**src/rtl/keypad_entry.sv**
```systemverilog
// 4x4 active-low keypad scanner with tick-based debounce; accepted keys are
// shifted into a 16-bit hex entry register and flagged with a one-cycle strobe.
module keypad_entry #(
    parameter int SCAN_DIV     = 50000,
    parameter int DEBOUNCE_CNT = 8
) (
    input  logic        clk_i,
    input  logic        rst_n_i,
    input  logic [3:0]  col_i,
    output logic [3:0]  row_o,
    input  logic        clr_i,
    output logic [15:0] reg_16_o,
    output logic [3:0]  key_o,
    output logic        key_valid_o
);

    // state     | meaning
    // SCAN      | rotating rows, sampling one row per tick
    // DEB_PRESS | row held, counting ticks with the latched single-low pattern
    // HELD      | key accepted, waiting for all columns to go high
    // DEB_REL   | counting ticks with all columns high before rescanning
    typedef enum logic [1:0] {
        SCAN      = 2'd0,
        DEB_PRESS = 2'd1,
        HELD      = 2'd2,
        DEB_REL   = 2'd3
    } state_t;

    localparam int DIV_W = $clog2(SCAN_DIV);
    localparam int CNT_W = $clog2(DEBOUNCE_CNT + 1);

    state_t             r_state;
    logic [3:0]         r_col_s1;
    logic [3:0]         r_col_s2;
    logic [DIV_W-1:0]   r_div;
    logic [CNT_W-1:0]   r_cnt;
    logic [3:0]         r_pat;
    logic [1:0]         r_row_idx;

    logic               w_tick;
    logic               w_one_low;
    logic [CNT_W-1:0]   w_cnt_inc;
    logic               w_accept;
    logic [3:0]         w_code;

    always_ff @(posedge clk_i or negedge rst_n_i) begin
        if (!rst_n_i) begin
            r_col_s1 <= 4'hF;
            r_col_s2 <= 4'hF;
            r_div    <= '0;
        end else begin
            r_col_s1 <= col_i;
            r_col_s2 <= r_col_s1;
            r_div    <= w_tick ? '0 : r_div + DIV_W'(1);
        end
    end

    assign w_tick    = (r_div == DIV_W'(SCAN_DIV - 1));
    assign w_cnt_inc = r_cnt + CNT_W'(1);

    always_comb begin
        w_one_low = 1'b0;
        case (r_col_s2)
            4'b1110, 4'b1101, 4'b1011, 4'b0111: w_one_low = 1'b1;
            default:                            w_one_low = 1'b0;
        endcase
    end

    // The accepted pattern always equals colS, so the code is decoded from it directly.
    always_comb begin
        logic [1:0] col;
        col = 2'd0;
        case (r_col_s2)
            4'b1101: col = 2'd1;
            4'b1011: col = 2'd2;
            4'b0111: col = 2'd3;
            default: col = 2'd0;
        endcase
        w_code = 4'h0;
        case ({r_row_idx, col})
            4'h0: w_code = 4'h1;  4'h1: w_code = 4'h2;  4'h2: w_code = 4'h3;  4'h3: w_code = 4'hA;
            4'h4: w_code = 4'h4;  4'h5: w_code = 4'h5;  4'h6: w_code = 4'h6;  4'h7: w_code = 4'hB;
            4'h8: w_code = 4'h7;  4'h9: w_code = 4'h8;  4'hA: w_code = 4'h9;  4'hB: w_code = 4'hC;
            4'hC: w_code = 4'hE;  4'hD: w_code = 4'h0;  4'hE: w_code = 4'hF;  default: w_code = 4'hD;
        endcase
    end

    assign w_accept = w_tick &&
        (((r_state == SCAN) && w_one_low && (DEBOUNCE_CNT == 1)) ||
         ((r_state == DEB_PRESS) && (r_col_s2 == r_pat) &&
          (w_cnt_inc == CNT_W'(DEBOUNCE_CNT))));

    always_ff @(posedge clk_i or negedge rst_n_i) begin
        if (!rst_n_i) begin
            r_state     <= SCAN;
            r_cnt       <= '0;
            r_pat       <= 4'hF;
            r_row_idx   <= 2'd0;
            row_o       <= 4'b1110;
            reg_16_o    <= '0;
            key_o       <= '0;
            key_valid_o <= 1'b0;
        end else begin
            key_valid_o <= w_accept;
            if (w_accept)
                key_o <= w_code;
            if (clr_i)
                reg_16_o <= '0;
            else if (w_accept)
                reg_16_o <= {reg_16_o[11:0], w_code};

            if (w_tick) begin
                case (r_state)
                    SCAN: begin
                        if (w_one_low) begin
                            r_pat   <= r_col_s2;
                            r_cnt   <= CNT_W'(1);
                            r_state <= (DEBOUNCE_CNT == 1) ? HELD : DEB_PRESS;
                        end else begin
                            r_row_idx <= r_row_idx + 2'd1;
                            row_o     <= {row_o[2:0], row_o[3]};
                        end
                    end
                    DEB_PRESS: begin
                        if (r_col_s2 == r_pat) begin
                            r_cnt <= w_cnt_inc;
                            if (w_cnt_inc == CNT_W'(DEBOUNCE_CNT))
                                r_state <= HELD;
                        end else begin
                            r_row_idx <= r_row_idx + 2'd1;
                            row_o     <= {row_o[2:0], row_o[3]};
                            r_state   <= SCAN;
                        end
                    end
                    HELD: begin
                        if (r_col_s2 == 4'hF) begin
                            r_cnt <= CNT_W'(1);
                            if (DEBOUNCE_CNT == 1) begin
                                r_row_idx <= r_row_idx + 2'd1;
                                row_o     <= {row_o[2:0], row_o[3]};
                                r_state   <= SCAN;
                            end else begin
                                r_state <= DEB_REL;
                            end
                        end
                    end
                    DEB_REL: begin
                        if (r_col_s2 == 4'hF) begin
                            r_cnt <= w_cnt_inc;
                            if (w_cnt_inc == CNT_W'(DEBOUNCE_CNT)) begin
                                r_row_idx <= r_row_idx + 2'd1;
                                row_o     <= {row_o[2:0], row_o[3]};
                                r_state   <= SCAN;
                            end
                        end else begin
                            r_state <= HELD;
                        end
                    end
                    default: r_state <= SCAN;
                endcase
            end
        end
    end

endmodule

```
**config.mk**
```make
export PLATFORM = sky130hd
export DESIGN_NAME = keypad_entry
export DESIGN_NICKNAME = d
export VERILOG_FILES = /design/src/rtl/keypad_entry.sv
export SDC_FILE = /design/constraint.sdc
export NUM_CORES = 1
export LEC_CHECK = 0
export BUFFER_PORTS_ARGS = -buffer_cell sky130_fd_sc_hd__buf_2
export CAP_MARGIN = 20
export CORE_UTILIZATION = 30
export DETAILED_ROUTE_END_ITERATION = 6
export SLEW_MARGIN = 20
export SYNTH_ARGS = -nofsm -noshare
export SYNTH_HDL_FRONTEND = slang
export SYNTH_SLANG_ARGS = --single-unit
```
**constraint.sdc**
```tcl
create_clock -name clk_i -period 5.98 [get_ports clk_i]
set_input_delay 0.897 -clock clk_i [delete_from_list [all_inputs] [get_ports clk_i]]
set_output_delay 0.897 -clock clk_i [all_outputs]
set_load 0.03 [all_outputs]
```
==> results <==
- The post-route minimum period is about 3000 ps.
- Data arrives at the worst endpoint at ~3300 ps.
- The post-CTS resize count is 0.
- The largest vdd supply drop is between 0.15 and 0.2 mV.
- The final setup skew is around 11 ps.
- The cell count after placement is around 420.
- The number of setup violations in the final report is 0.
- The count of nets left with antenna violations once routing finished came out at 0.
- For this run, the register share of the synthesized area comes to between 50% and 60%.
- The final RePlAce weighted congestion is 0.7551.
- The top cell type by total area after synthesis is sky130_fd_sc_hd__dfrtp_1.
- For this design the top-level I/O count stands at 32.
- Max-cap violations in this run came to 0.
- The critical register-to-register path endpoint is reg_16_o[3].
- For this configuration, the core starts out at a cell density of around a third.
- The root buffer cell is sky130_fd_sc_hd__clkbuf_8.
- The clock transition at the register clock pins on the worst setup and hold paths after CTS is roughly 70 ps.
- The worst setup path is launched from a flop.
- The final routed DRC violation total is 0.
- The delay of the slowest cell on the worst path is approximately 960 ps.
- Adding up every negative setup slack in the final design gives 0 ps.
- For this run, asynchronously set or reset flops after synthesis account for 100.0%.
- During synthesis, Yosys emitted a total of 0 warnings.
- The most common cell after layout, fill and taps aside is sky130_fd_sc_hd__dfrtp_1.
- The category of the critical setup timing path is flop to flop.
- The number of hold violations in the final report is 0.
- By area the synthesized netlist is led by sky130_fd_sc_hd__dfrtp_1 (39%), sky130_fd_sc_hd__dfstp_2 (13%), sky130_fd_sc_hd__nand2_1 (4.8%).
- Once placement finished, the instance area stood at about 3200 um2.
- The number of cells on the worst reg-to-reg path is 5.
- In the final routed layout, each cell accounts on average for about 13 um.
- The number of synthesized flops with an enable pin is 0.
- The fraction of power spent switching nets is 19.10%.
- For this block, the via count after detailed routing is 2047.
- The overall routing resource usage is around an eighth.
- Among the stages of the critical path, the cell type that occurs most often is sky130_fd_sc_hd__or4_1.
- The pin count of the biggest net entering global routing is 62.
- The die is slightly above 100 um wide.
- The area of all placed cells without fillers is ~3500 um2.
- The worst hold path terminates at r_col_s2[0].
- For this run, the top clock speed supported by timing is about 330 MHz.
- The number of nets produced by synthesis is about 280.
- The buffers inserted during post-CTS setup optimization is 0.
- In this run the power spent charging and discharging nets is roughly 170 uW.
- The cell area after synthesis is about 3000 um2.
- The later-pin clock latency in the skew report is approximately 330 ps.
- The area growth from synthesis to layout is 17.32%.
- The min-delay analysis places its worst path in the category flop to flop.
- The number of design-rule violations left by the first detailed-router iteration is 87.
- The worst max-slew margin expressed relative to the limit is between 30% and 40%.
- The via count of the first global-routing pass is roughly 2000.
- Of the available clock period, the critical path in the final layout requires between 50% and 60%.
- The core utilization of the finished layout is between 30 and 40%.
- Clock tree synthesis found a total of slightly above 60 sinks.
- The commonest register cell after synthesis is sky130_fd_sc_hd__dfrtp_1.
- After detailed routing, the number of vias per cell comes to 4.738.
- For this design, the CTS-stage hold fixing added 0 buffers.
- The slack of the worst reg-to-reg path is just under 3000 ps.
- The mean area per synthesized cell is 11.02 um2.
- The number of antenna diodes in the final layout is 0.
- The number of antenna violations at the first check in global routing is 0.
- The cell-internal power is between 700 and 800 uW.
- Leaving out fill and tap cells, the most frequent cells in the layout are sky130_fd_sc_hd__dfrtp_1 (46), sky130_fd_sc_hd__nand2_1 (38), sky130_fd_sc_hd__buf_2 (31).
- CTS built an H-tree with a depth of 3.
- For this run, the post-layout net count is ~310.
- The floorplan step defined a core boundary enclosing 9371 um2.
- The first global-routing pass estimated 9.370 mm of wire.
- The count of port buffers added during placement is 31.
- The area of the die is just over 10000 um2.
- The floorplan step set the die height to 101.2 um.
- The launching point of the worst reg2reg path is r_div[11].
- The register share of total power is a little under half.
- The placement row count is 35.
- In this run the deepest clock path goes through 2 buffers.
- The fraction of layout instances using a drive strength above 1 is roughly 28%.
- Of the total power, combinational logic draws 3.0%.
- The master of the slowest instance on the critical path is sky130_fd_sc_hd__nor4_4.
- Setup repair after global routing left no endpoint under its margin.
- The global route total overflow is 0.
- The transition at the pin with the smallest max-transition slack is just over 1000 ps.
- The TritonCTS clock tree is yes.
- Wires add up to 5.475 mm.
- The worst hold path stage count is 0.
- Counting every instance in the synthesized netlist gives approximately 270.
- STA classifies the critical path endpoint as a flop.
- The netlist uses between 40 and 50 different library cells.
- The filler-free cell count of the finished design is approximately 430.
- For this run, the detailed router's first-pass iteration total came to 4.
- The final count of pins violating max slew is 0.
- TritonCTS created 9 clock buffers.
- The required time at the endpoint of the critical path is 6200 ps.
- The total of flip-flops plus latches after synthesis is 61.
- The maximum fanout along the worst path is 21.
- Traced cell by cell, the critical path runs through or4_1 > or4_1 > nor4_4 > nand2_1 > o211a_1.
- The run finished with clean final reports.
- Of the post-synthesis cell area, the dominant cell type holds 38.97%.
- The estimated wirelength of the detail-placed design is 3.693 mm.
- The clock network accounts for between 50% and 60% of the total power.
- The analysis attributes to cell leakage a power of 0.001596 uW.
- The worst hold path begins at r_col_s1[0].
- For this design the ratio of total power to cell area is around 260 nW/um2.
## area by class of cell
class	instances	area, um2
Timing Repair Buffer	32	162.7
Inverter	8	30.03
Sequential cell	61	1545
Tap cell	129	161.4
Multi-Input combinational cell	186	1308
Clock inverter	3	90.09
Fill cell	968	5906
Clock buffer	13	168.9
## synthesized netlist by cell type (2+ instances only)
| cell type | instances |
|---|---|
| sky130_fd_sc_hd__mux2_2 | 9 |
| sky130_fd_sc_hd__or3_1 | 2 |
| sky130_fd_sc_hd__dfstp_2 | 15 |
| sky130_fd_sc_hd__nor4bb_1 | 2 |
| sky130_fd_sc_hd__o211ai_1 | 3 |
| sky130_fd_sc_hd__o21ai_0 | 6 |
| sky130_fd_sc_hd__nand4bb_1 | 2 |
| sky130_fd_sc_hd__or4_1 | 3 |
| sky130_fd_sc_hd__or2_1 | 2 |
| sky130_fd_sc_hd__nor2_1 | 14 |
| sky130_fd_sc_hd__xnor2_1 | 11 |
| sky130_fd_sc_hd__buf_6 | 3 |
| sky130_fd_sc_hd__a21oi_1 | 10 |
| sky130_fd_sc_hd__mux2i_1 | 2 |
| sky130_fd_sc_hd__nand3b_1 | 3 |
| sky130_fd_sc_hd__a311o_1 | 2 |
| sky130_fd_sc_hd__a211oi_1 | 2 |
| sky130_fd_sc_hd__o21a_1 | 2 |
| sky130_fd_sc_hd__a21oi_2 | 8 |
| sky130_fd_sc_hd__xor2_1 | 11 |
| sky130_fd_sc_hd__ha_1 | 7 |
| sky130_fd_sc_hd__nor4_4 | 2 |
| sky130_fd_sc_hd__dfrtp_1 | 46 |
| sky130_fd_sc_hd__nand4b_1 | 2 |
| sky130_fd_sc_hd__o211a_1 | 3 |
| sky130_fd_sc_hd__clkbuf_1 | 10 |
| sky130_fd_sc_hd__nand4_1 | 9 |
| sky130_fd_sc_hd__nand2_1 | 38 |
| sky130_fd_sc_hd__inv_1 | 8 |
| sky130_fd_sc_hd__nor2b_1 | 3 |
| sky130_fd_sc_hd__nor3_1 | 2 |
| sky130_fd_sc_hd__nand3_1 | 9 |
## registers in the layout (all words and copies together), names as in the netlist, 4 cells and up
name and cells:
key_o 4, row_o 4, r_col_s1 4, r_div 16, r_col_s2 4, reg_16_o 16
r_pat 4, r_cnt 4
## per-layer routing
layer  global-route usage [%]  up-vias  wire, um
met2                    18.63       39      2443
li1                         -     1007         -
met3                    4.210        8       250
met1                    15.13      993      2713
met4                    4.125        0        68
met5                        0        -         0
## worst max-delay path by stage
stage / slack (ps) / cells past startpoint / to / start
after floorplan: 3670 / 7 / reg_16_o[3] / r_div[11]
after global placement: 2960 / 5 / reg_16_o[3] / r_div[11]
after detailed placement: 2890 / 5 / reg_16_o[3] / r_div[11]
after CTS: 2860 / 5 / reg_16_o[3] / r_div[11]
after global routing: 2710 / 6 / reg_16_o[3] / r_div[0]
final: 2910 / 5 / reg_16_o[3] / r_div[11]
## through the flow
step	total power (uW)	worst slack [ps]	hold WS (ps)
floorplan	442.5	3667	345.2
global placement	456.5	2957	347.0
detailed placement	457.2	2889	347.5
CTS	929.0	2862	353.3
global route	950.2	2714	352.7
finish	912.7	2907	352.0
## power by group through the flow
stage / clock network (uW) / registers, uW / logic, uW
final: 464 / 422 / 26.9
after global routing: 496 / 422 / 31.3
after CTS: 479 / 422 / 28.2
after detailed placement: 0 / 429 / 27.9
after global placement: 0 / 429 / 27.4
after floorplan: 0 / 426 / 16.8
## logic make-up (layout without fill, tap and decap cells)
| group | count (synthesis) | count (layout) | share of synthesized area, % |
|---|---|---|---|
| XOR/XNOR | 22 | 22 | 6.522 |
| multiplexers | 12 | 12 | 4.871 |
| adder cells (fa/ha/maj) | 7 | 7 | 2.965 |
| AO/OA/AOI/OAI | 45 | 45 | 11.14 |
| AND/OR/NAND/NOR | 100 | 100 | 18.76 |
| flip-flops | 61 | 61 | 52.31 |
| buffers and inverters | 21 | 56 | 3.431 |
## worst max-delay path, delay by kind of cell, from the launching register on
| kind | cells | cell delay, ps |
|---|---|---|
| compound gates | 1 | 190 |
| flops | 1 | 430 |
| simple gates | 4 | 2320 |
Power figures use the tool's default switching activity.
